**config.mk**
```make
export PLATFORM = sky130hd
export DESIGN_NAME = ps2_host_tx
export DESIGN_NICKNAME = d
export VERILOG_FILES = /design/src/rtl/ps2_host_tx.sv
export SDC_FILE = /design/constraint.sdc
export NUM_CORES = 1
export LEC_CHECK = 0
export ABC_AREA = 1
export BUFFER_PORTS_ARGS = -buffer_cell sky130_fd_sc_hd__buf_2
export CELL_PAD_IN_SITES_DETAIL_PLACEMENT = 0
export CELL_PAD_IN_SITES_GLOBAL_PLACEMENT = 2
export CORE_AREA = 2 2 106 108
export CTS_BUF_LIST = sky130_fd_sc_hd__clkbuf_4 sky130_fd_sc_hd__clkbuf_8 sky130_fd_sc_hd__clkbuf_16
export CTS_CLUSTER_SIZE = 30
export DETAILED_ROUTE_END_ITERATION = 10
export DIE_AREA = 0 0 108 110
export PLACE_DENSITY_LB_ADDON = 0.1
export RECOVER_POWER = 100
export REMOVE_ABC_BUFFERS = 1
export SYNTH_ARGS = -nofsm -noshare
export SYNTH_HDL_FRONTEND = slang
export SYNTH_SLANG_ARGS = --single-unit
export TNS_END_PERCENT = 30
```
**constraint.sdc**
```tcl
create_clock -name clk -period 1.95 [get_ports clk]
set_clock_uncertainty 0.05 [all_clocks]
set_input_delay 0.2925 -clock clk [delete_from_list [all_inputs] [get_ports clk]]
set_output_delay 0.2925 -clock clk [all_outputs]
set_load 0.005 [all_outputs]
```
**src/rtl/ps2_host_tx.sv**
```systemverilog
// Host-to-device PS/2 byte transmitter: request-to-send, start bit, LSB-first data,
// odd parity and stop, then the device acknowledge. Drives open-drain enables only.
module ps2_host_tx #(
  parameter int INHIBIT_CYCLES = 12000,
  parameter int SETUP_CYCLES   = 200,
  parameter int TIMEOUT_CYCLES = 1500000,
  parameter int FILTER_LEN     = 8
) (
  input  logic       clk,
  input  logic       rst,
  input  logic       wr,
  input  logic [7:0] din,
  input  logic       ps2c_in,
  input  logic       ps2d_in,
  output logic       ps2c_oe,
  output logic       ps2d_oe,
  output logic       busy,
  output logic       done_tick,
  output logic       err
);

  localparam int CNT_MAX = (INHIBIT_CYCLES > SETUP_CYCLES) ? INHIBIT_CYCLES : SETUP_CYCLES;
  localparam int CNT_W   = $clog2(CNT_MAX + 1);
  localparam int WD_W    = $clog2(TIMEOUT_CYCLES + 1);
  localparam int FL_W    = $clog2(FILTER_LEN + 1);

  typedef enum logic [2:0] {IDLE, RTS, SETUP, SEND, ACK, WAIT_IDLE} state_t;

  state_t            state, state_n;
  logic [CNT_W-1:0]  cnt, cnt_n;
  logic [WD_W-1:0]   wdog, wdog_n;
  logic [3:0]        bits, bits_n;
  logic [9:0]        shift, shift_n;
  logic              d_oe, d_oe_n;
  logic              ok, ok_n;
  logic              done_n, err_n;

  logic              ps2c_p0, ps2c_p1, ps2d_p0, ps2d_p1;
  logic              filt, fall;
  logic [FL_W-1:0]   filt_cnt;

  // Synchroniser stages and clock-line glitch filter
  always_ff @(posedge clk) begin
    if (rst) begin
      ps2c_p0  <= 1'b1;
      ps2c_p1  <= 1'b1;
      ps2d_p0  <= 1'b1;
      ps2d_p1  <= 1'b1;
      filt     <= 1'b1;
      filt_cnt <= '0;
      fall     <= 1'b0;
    end else begin
      ps2c_p0 <= ps2c_in;
      ps2c_p1 <= ps2c_p0;
      ps2d_p0 <= ps2d_in;
      ps2d_p1 <= ps2d_p0;
      fall    <= 1'b0;
      if (ps2c_p1 == filt) begin
        filt_cnt <= '0;
      end else if (filt_cnt == FL_W'(FILTER_LEN - 1)) begin
        filt     <= ps2c_p1;
        filt_cnt <= '0;
        fall     <= filt;
      end else begin
        filt_cnt <= filt_cnt + 1'b1;
      end
    end
  end

  // Control state register
  always_ff @(posedge clk) begin
    if (rst) begin
      state     <= IDLE;
      cnt       <= '0;
      wdog      <= '0;
      bits      <= '0;
      d_oe      <= 1'b0;
      ok        <= 1'b0;
      done_tick <= 1'b0;
      err       <= 1'b0;
    end else begin
      state     <= state_n;
      cnt       <= cnt_n;
      wdog      <= wdog_n;
      bits      <= bits_n;
      d_oe      <= d_oe_n;
      ok        <= ok_n;
      done_tick <= done_n;
      err       <= err_n;
    end
  end

  always_ff @(posedge clk) begin
    shift <= shift_n;
  end

  always_comb begin
    state_n = state;
    cnt_n   = cnt;
    wdog_n  = wdog;
    bits_n  = bits;
    shift_n = shift;
    d_oe_n  = d_oe;
    ok_n    = ok;
    done_n  = 1'b0;
    err_n   = 1'b0;
    case (state)
      IDLE: begin
        wdog_n = '0;
        if (wr) begin
          shift_n = {1'b1, ~^din, din};
          cnt_n   = '0;
          state_n = RTS;
        end
      end
      RTS: begin
        if (cnt == CNT_W'(INHIBIT_CYCLES - 1)) begin
          cnt_n   = '0;
          d_oe_n  = 1'b1;
          state_n = SETUP;
        end else begin
          cnt_n = cnt + 1'b1;
        end
      end
      SETUP: begin
        if (cnt == CNT_W'(SETUP_CYCLES - 1)) begin
          bits_n  = '0;
          wdog_n  = '0;
          state_n = SEND;
        end else begin
          cnt_n = cnt + 1'b1;
        end
      end
      SEND: begin
        if (fall) begin
          d_oe_n  = ~shift[0];
          shift_n = {1'b0, shift[9:1]};
          bits_n  = bits + 1'b1;
          if (bits == 4'd9) state_n = ACK;
        end
      end
      ACK: begin
        if (fall) begin
          ok_n    = ~ps2d_p1;
          state_n = WAIT_IDLE;
        end
      end
      WAIT_IDLE: begin
        if (filt && ps2d_p1) begin
          done_n  = ok;
          err_n   = ~ok;
          state_n = IDLE;
        end
      end
      default: state_n = IDLE;
    endcase

    // Watchdog spans the device-clocked phases; a timeout overrides any completion
    if (state == SEND || state == ACK || state == WAIT_IDLE) begin
      if (fall) begin
        wdog_n = '0;
      end else if (wdog == WD_W'(TIMEOUT_CYCLES - 1)) begin
        wdog_n  = '0;
        d_oe_n  = 1'b0;
        done_n  = 1'b0;
        err_n   = 1'b1;
        state_n = IDLE;
      end else begin
        wdog_n = wdog + 1'b1;
      end
    end
  end

  assign ps2c_oe = (state == RTS) || (state == SETUP);
  assign ps2d_oe = d_oe;
  assign busy    = (state != IDLE);

endmodule

```
==> run summary <==
STA puts the critical path data required time at 2010 ps. The finished layout holds 714 standard cells, fillers aside. The total power density per cell area was 674 mW/mm^2. Ranked by total cell area, the synthesized netlist is headed by sky130_fd_sc_hd__dfxtp_1 31%, sky130_fd_sc_hd__nand2_1 16%, sky130_fd_sc_hd__edfxtp_1 8.4%. Compared with the post-synthesis result, the final layout area differs by 14.4%.

The congestion estimate from routability-driven global placement came to 0.825. The number of antenna diodes was 0; the total grt overflow was 0. In this run the mean area of a mapped cell was 6.77 sq um. In the layout the commonest cells are 153 x sky130_fd_sc_hd__nand2_1, 75 x sky130_fd_sc_hd__nor2_1, 67 x sky130_fd_sc_hd__inv_1. Across all register-to-register paths, the minimum setup slack is 180 ps.

The clock sink count was 66. The worst min-delay path class was input port to flip-flop. Static timing analysis puts the maximum clock frequency at 565 MHz. Clock-pin slew was measured on the worst setup and hold paths at 80 ps.

The portion of synthesized cell area occupied by the leading cell type works out to 0.312. The worst register-to-register path begins at state[2]$_SDFF_PP0_. The startpoint of the worst hold path is ps2d_in. The longest clock path from root to sink contains 2 buffers. The critical path in this run is classified as flip-flop to flip-flop. The count of nets left with antenna violations once routing finished came out at 0. The signal on the critical path passes through inv_1, nand3_2, clkbuf_2, clkinv_1, buf_4, nand2_1, nand2_1. For the initial core utilization, the log shows 0.336. The post-synthesis cell area was 0.00360 sq mm. The timing startpoint of the critical path was state[2]$_SDFF_PP0_.

Die boundary height: 110 microns. The total global routing track utilization is 0.179. The worst setup path is launched from a flip-flop. The logs give 0.331 for the worst slew margin relative to its limit and 9.56 mm for the aggregate routed wire length. On the worst path, the slowest cell contributes a delay of 450 ps. At the worst endpoint, the arrival time is 1830 ps. Initial antenna violation count: 0.

In this run the worst path has a maximum fanout of 12. The run gives 0 as the number of max-slew violations in the final report. The multi-input logic area is 0.00185 sq mm, and the portion of the clock cycle consumed by the worst path in the final layout is 0.908. Synthesis inferred 66 register bits. STA classifies the critical path endpoint as a flip-flop. Cell type of the slowest stage on the worst timing path: sky130_fd_sc_hd__dfxtp_1. The run gives 0.0107 sq mm as the floorplan core area. The number of hold-slack violations in the final timing report was 0.

Entering global routing, the biggest net connects 18 pins. The ratio of cells with drive above 1 in the final layout works out to 0.122. The tools report the cell row count as 38. The worst path in the final design needs a cycle of 1770 ps, including I/O delays and setup.

In this run, CTS created clock tree buffers numbering 9. At the pin with the least slew margin, the transition time is 1000 ps. The run finished with clean final reports. The post-placement setup slack was 135 ps.

The cell sitting at the root of the clock tree is a sky130_fd_sc_hd__clkbuf_8. After detailed placement, the design holds a cell count of 698. Critical path endpoint: shift[1]$_DFFE_PP_. For this block, the initial DRC count from the detailed router was 127. For this run, the number of Yosys warnings is 0.

The logs give 0.395 for the sequential cell area fraction in the yosys report and 0 for the max-cap check violation count. Counting distinct cell types in the post-synthesis netlist gives 38. In the final routed layout, each cell accounts on average for 13.4 microns. Summing internal, switching and leakage power gives 2.77 mW. In this design, the critical path's most frequently occurring cell is sky130_fd_sc_hd__nand2_1.

In this run the tool buffered the top-level ports with 17 buffer cells. In this run the static leakage power is 1.67 nW. The leading cell type in the layout, fill and taps excluded was sky130_fd_sc_hd__nand2_1. After detailed routing, the number of vias per cell comes to 4.71. Adding up every negative setup slack in the final design gives 0 ps.

Setup violations remaining at the end of the flow were counted as 0. The logs give 587 for the count of nets after finishing and 179 ps for the worst setup margin. The H-tree was split into 3 levels. The x dimension of the die was 108 microns; the vias after detailed routing was 3,364. In the synthesized netlist, the number of instances is 531. TritonCTS built the clock tree. The run gives 0.00142 sq mm as the sequential cell area.

Source-to-sink clock delay at the later pin of the worst-skew pair: 350 ps. The run gives 16.3 mm as the global-route wire length before repair. The via count of the first global-routing pass came out at 3,292. Fill cells in the final layout number 1,184.

The floorplan step defined a die boundary enclosing 0.0119 sq mm. The leading area contributor after synthesis was sky130_fd_sc_hd__dfxtp_1. The number of detailed-routing iterations run before antenna repair is 4. Detailed placement finished with a half-perimeter wire length of 7.25 mm. The run gives 0 as the number of remaining DRC errors.

18 I/O pins were placed. For the worst voltage drop across the vdd grid, the log shows 0.000299 V. Setup repair after global routing left no endpoint under its margin. The endpoint identified for the worst register-to-register timing path is shift[1]$_DFFE_PP_. For the worst flop-to-flop path, the logic depth is 7.
[worst max-delay path: cells and delay by family, from the launching register on]
kind | cells | cell delay (ps)
and+or+nand+nor | 3 | 240
buffers and inverters | 4 | 790
DFF | 1 | 450
[state kept, by name, summed over array words and instances, names as in the netlist]
register,flops
bits,4
cnt,14
done_tick,1
err,1
fall,1
filt,1
filt_cnt,4
ok,1
ps2c_p0,1
ps2c_p1,1
ps2d_oe,1
ps2d_p0,1
ps2d_p1,1
shift,10
state,3
wdog,21
[layout make-up]
cell class,count,share of cell area
Clock buffer,9,0.0301
Clock inverter,7,0.0167
Inverter,73,0.0672
Multi-Input combinational cell,383,0.448
Sequential cell,66,0.345
Tap cell,140,0.0426
Timing Repair Buffer,36,0.0496
[what timing repair did]
action	in CTS	in global routing
endpoints found under the setup margin	0	16
gates resized for setup	0	5
hold buffers	0	0
setup buffers	0	0
[where the power goes]
group          internal, mW  leakage [nW]  switching, mW  total (mW)
combinational        0.0671          1.03          0.126       0.193
sequential             1.41         0.545         0.0110        1.42
clock                 0.588        0.0954          0.576        1.16
[Yosys cell counts]
| cell | count |
|---|---|
| sky130_fd_sc_hd__or2_0 | 1 |
| sky130_fd_sc_hd__o211a_1 | 1 |
| sky130_fd_sc_hd__o211ai_1 | 4 |
| sky130_fd_sc_hd__a21oi_4 | 1 |
| sky130_fd_sc_hd__nor2_1 | 76 |
| sky130_fd_sc_hd__nand2_2 | 4 |
| sky130_fd_sc_hd__o21ai_2 | 2 |
| sky130_fd_sc_hd__nand4_1 | 17 |
| sky130_fd_sc_hd__nor4_1 | 1 |
| sky130_fd_sc_hd__nor3b_1 | 2 |
| sky130_fd_sc_hd__a21oi_2 | 1 |
| sky130_fd_sc_hd__inv_1 | 65 |
| sky130_fd_sc_hd__dfxtp_1 | 56 |
| sky130_fd_sc_hd__edfxtp_1 | 10 |
| sky130_fd_sc_hd__nand2_1 | 154 |
| sky130_fd_sc_hd__o21ai_1 | 1 |
| sky130_fd_sc_hd__or2_2 | 5 |
| sky130_fd_sc_hd__buf_4 | 3 |
| sky130_fd_sc_hd__ha_1 | 5 |
| sky130_fd_sc_hd__nand3_1 | 40 |
| sky130_fd_sc_hd__nand2_4 | 1 |
| sky130_fd_sc_hd__nand3_4 | 2 |
| sky130_fd_sc_hd__o22ai_1 | 1 |
| sky130_fd_sc_hd__nor3_1 | 8 |
| sky130_fd_sc_hd__clkbuf_1 | 4 |
| sky130_fd_sc_hd__xor2_1 | 3 |
| sky130_fd_sc_hd__a21oi_1 | 29 |
| sky130_fd_sc_hd__nand3b_1 | 2 |
| sky130_fd_sc_hd__nor3_2 | 2 |
| sky130_fd_sc_hd__buf_6 | 2 |
| sky130_fd_sc_hd__o21ai_0 | 9 |
| sky130_fd_sc_hd__xnor2_1 | 5 |
| sky130_fd_sc_hd__nor2_4 | 1 |
| sky130_fd_sc_hd__inv_2 | 6 |
| sky130_fd_sc_hd__a31oi_1 | 3 |
| sky130_fd_sc_hd__nand3_2 | 1 |
| sky130_fd_sc_hd__nor4b_1 | 1 |
| sky130_fd_sc_hd__clkinv_1 | 2 |
[cell families after synthesis]
kind of cell	Yosys count	share of synthesized area
adders and majority gates	5	0.0174
buffers and inverters	82	0.0929
xor gates and xnor gates	8	0.0195
and+or+nand+nor	318	0.391
AOI/OAI and AO/OA	52	0.0842
DFF	66	0.395
[layer usage]
metal | up-vias | track usage | part of all wire
li1 | 1779 | - | -
met1 | 1532 | 0.221 | 0.47
met2 | 44 | 0.313 | 0.49
met3 | 9 | 0.0394 | 0.029
met4 | 0 | 0.0504 | 0.0090
met5 | - | 0 | 0
[metrics by stage]
stage / cell area [sq um] / hold slack [ps] / utilization
final: 4120 / 81.0 / 0.385
after global routing: 4120 / 53.7 / 0.385
after CTS: 4140 / 58.4 / 0.387
after detailed placement: 3950 / 345 / 0.369
after global placement: 3950 / 342 / 0.369
after floorplan: 3540 / 312 / -
[worst min path at each step]
stage / to / depth (start not counted) / slack, ps
3_5_place_dp: ps2c_p1$_SDFF_PP1_ / 1 / 340
5_1_grt: ps2d_p0$_SDFF_PP1_ / 2 / 50
6_report: ps2d_p0$_SDFF_PP1_ / 2 / 80
2_1_floorplan: cnt[12]$_SDFFE_PP0P_ / 1 / 310
4_1_cts: ps2d_p0$_SDFF_PP1_ / 2 / 60
3_3_place_gp: ps2c_p1$_SDFF_PP1_ / 1 / 340
(Power assumes the default switching activity.)
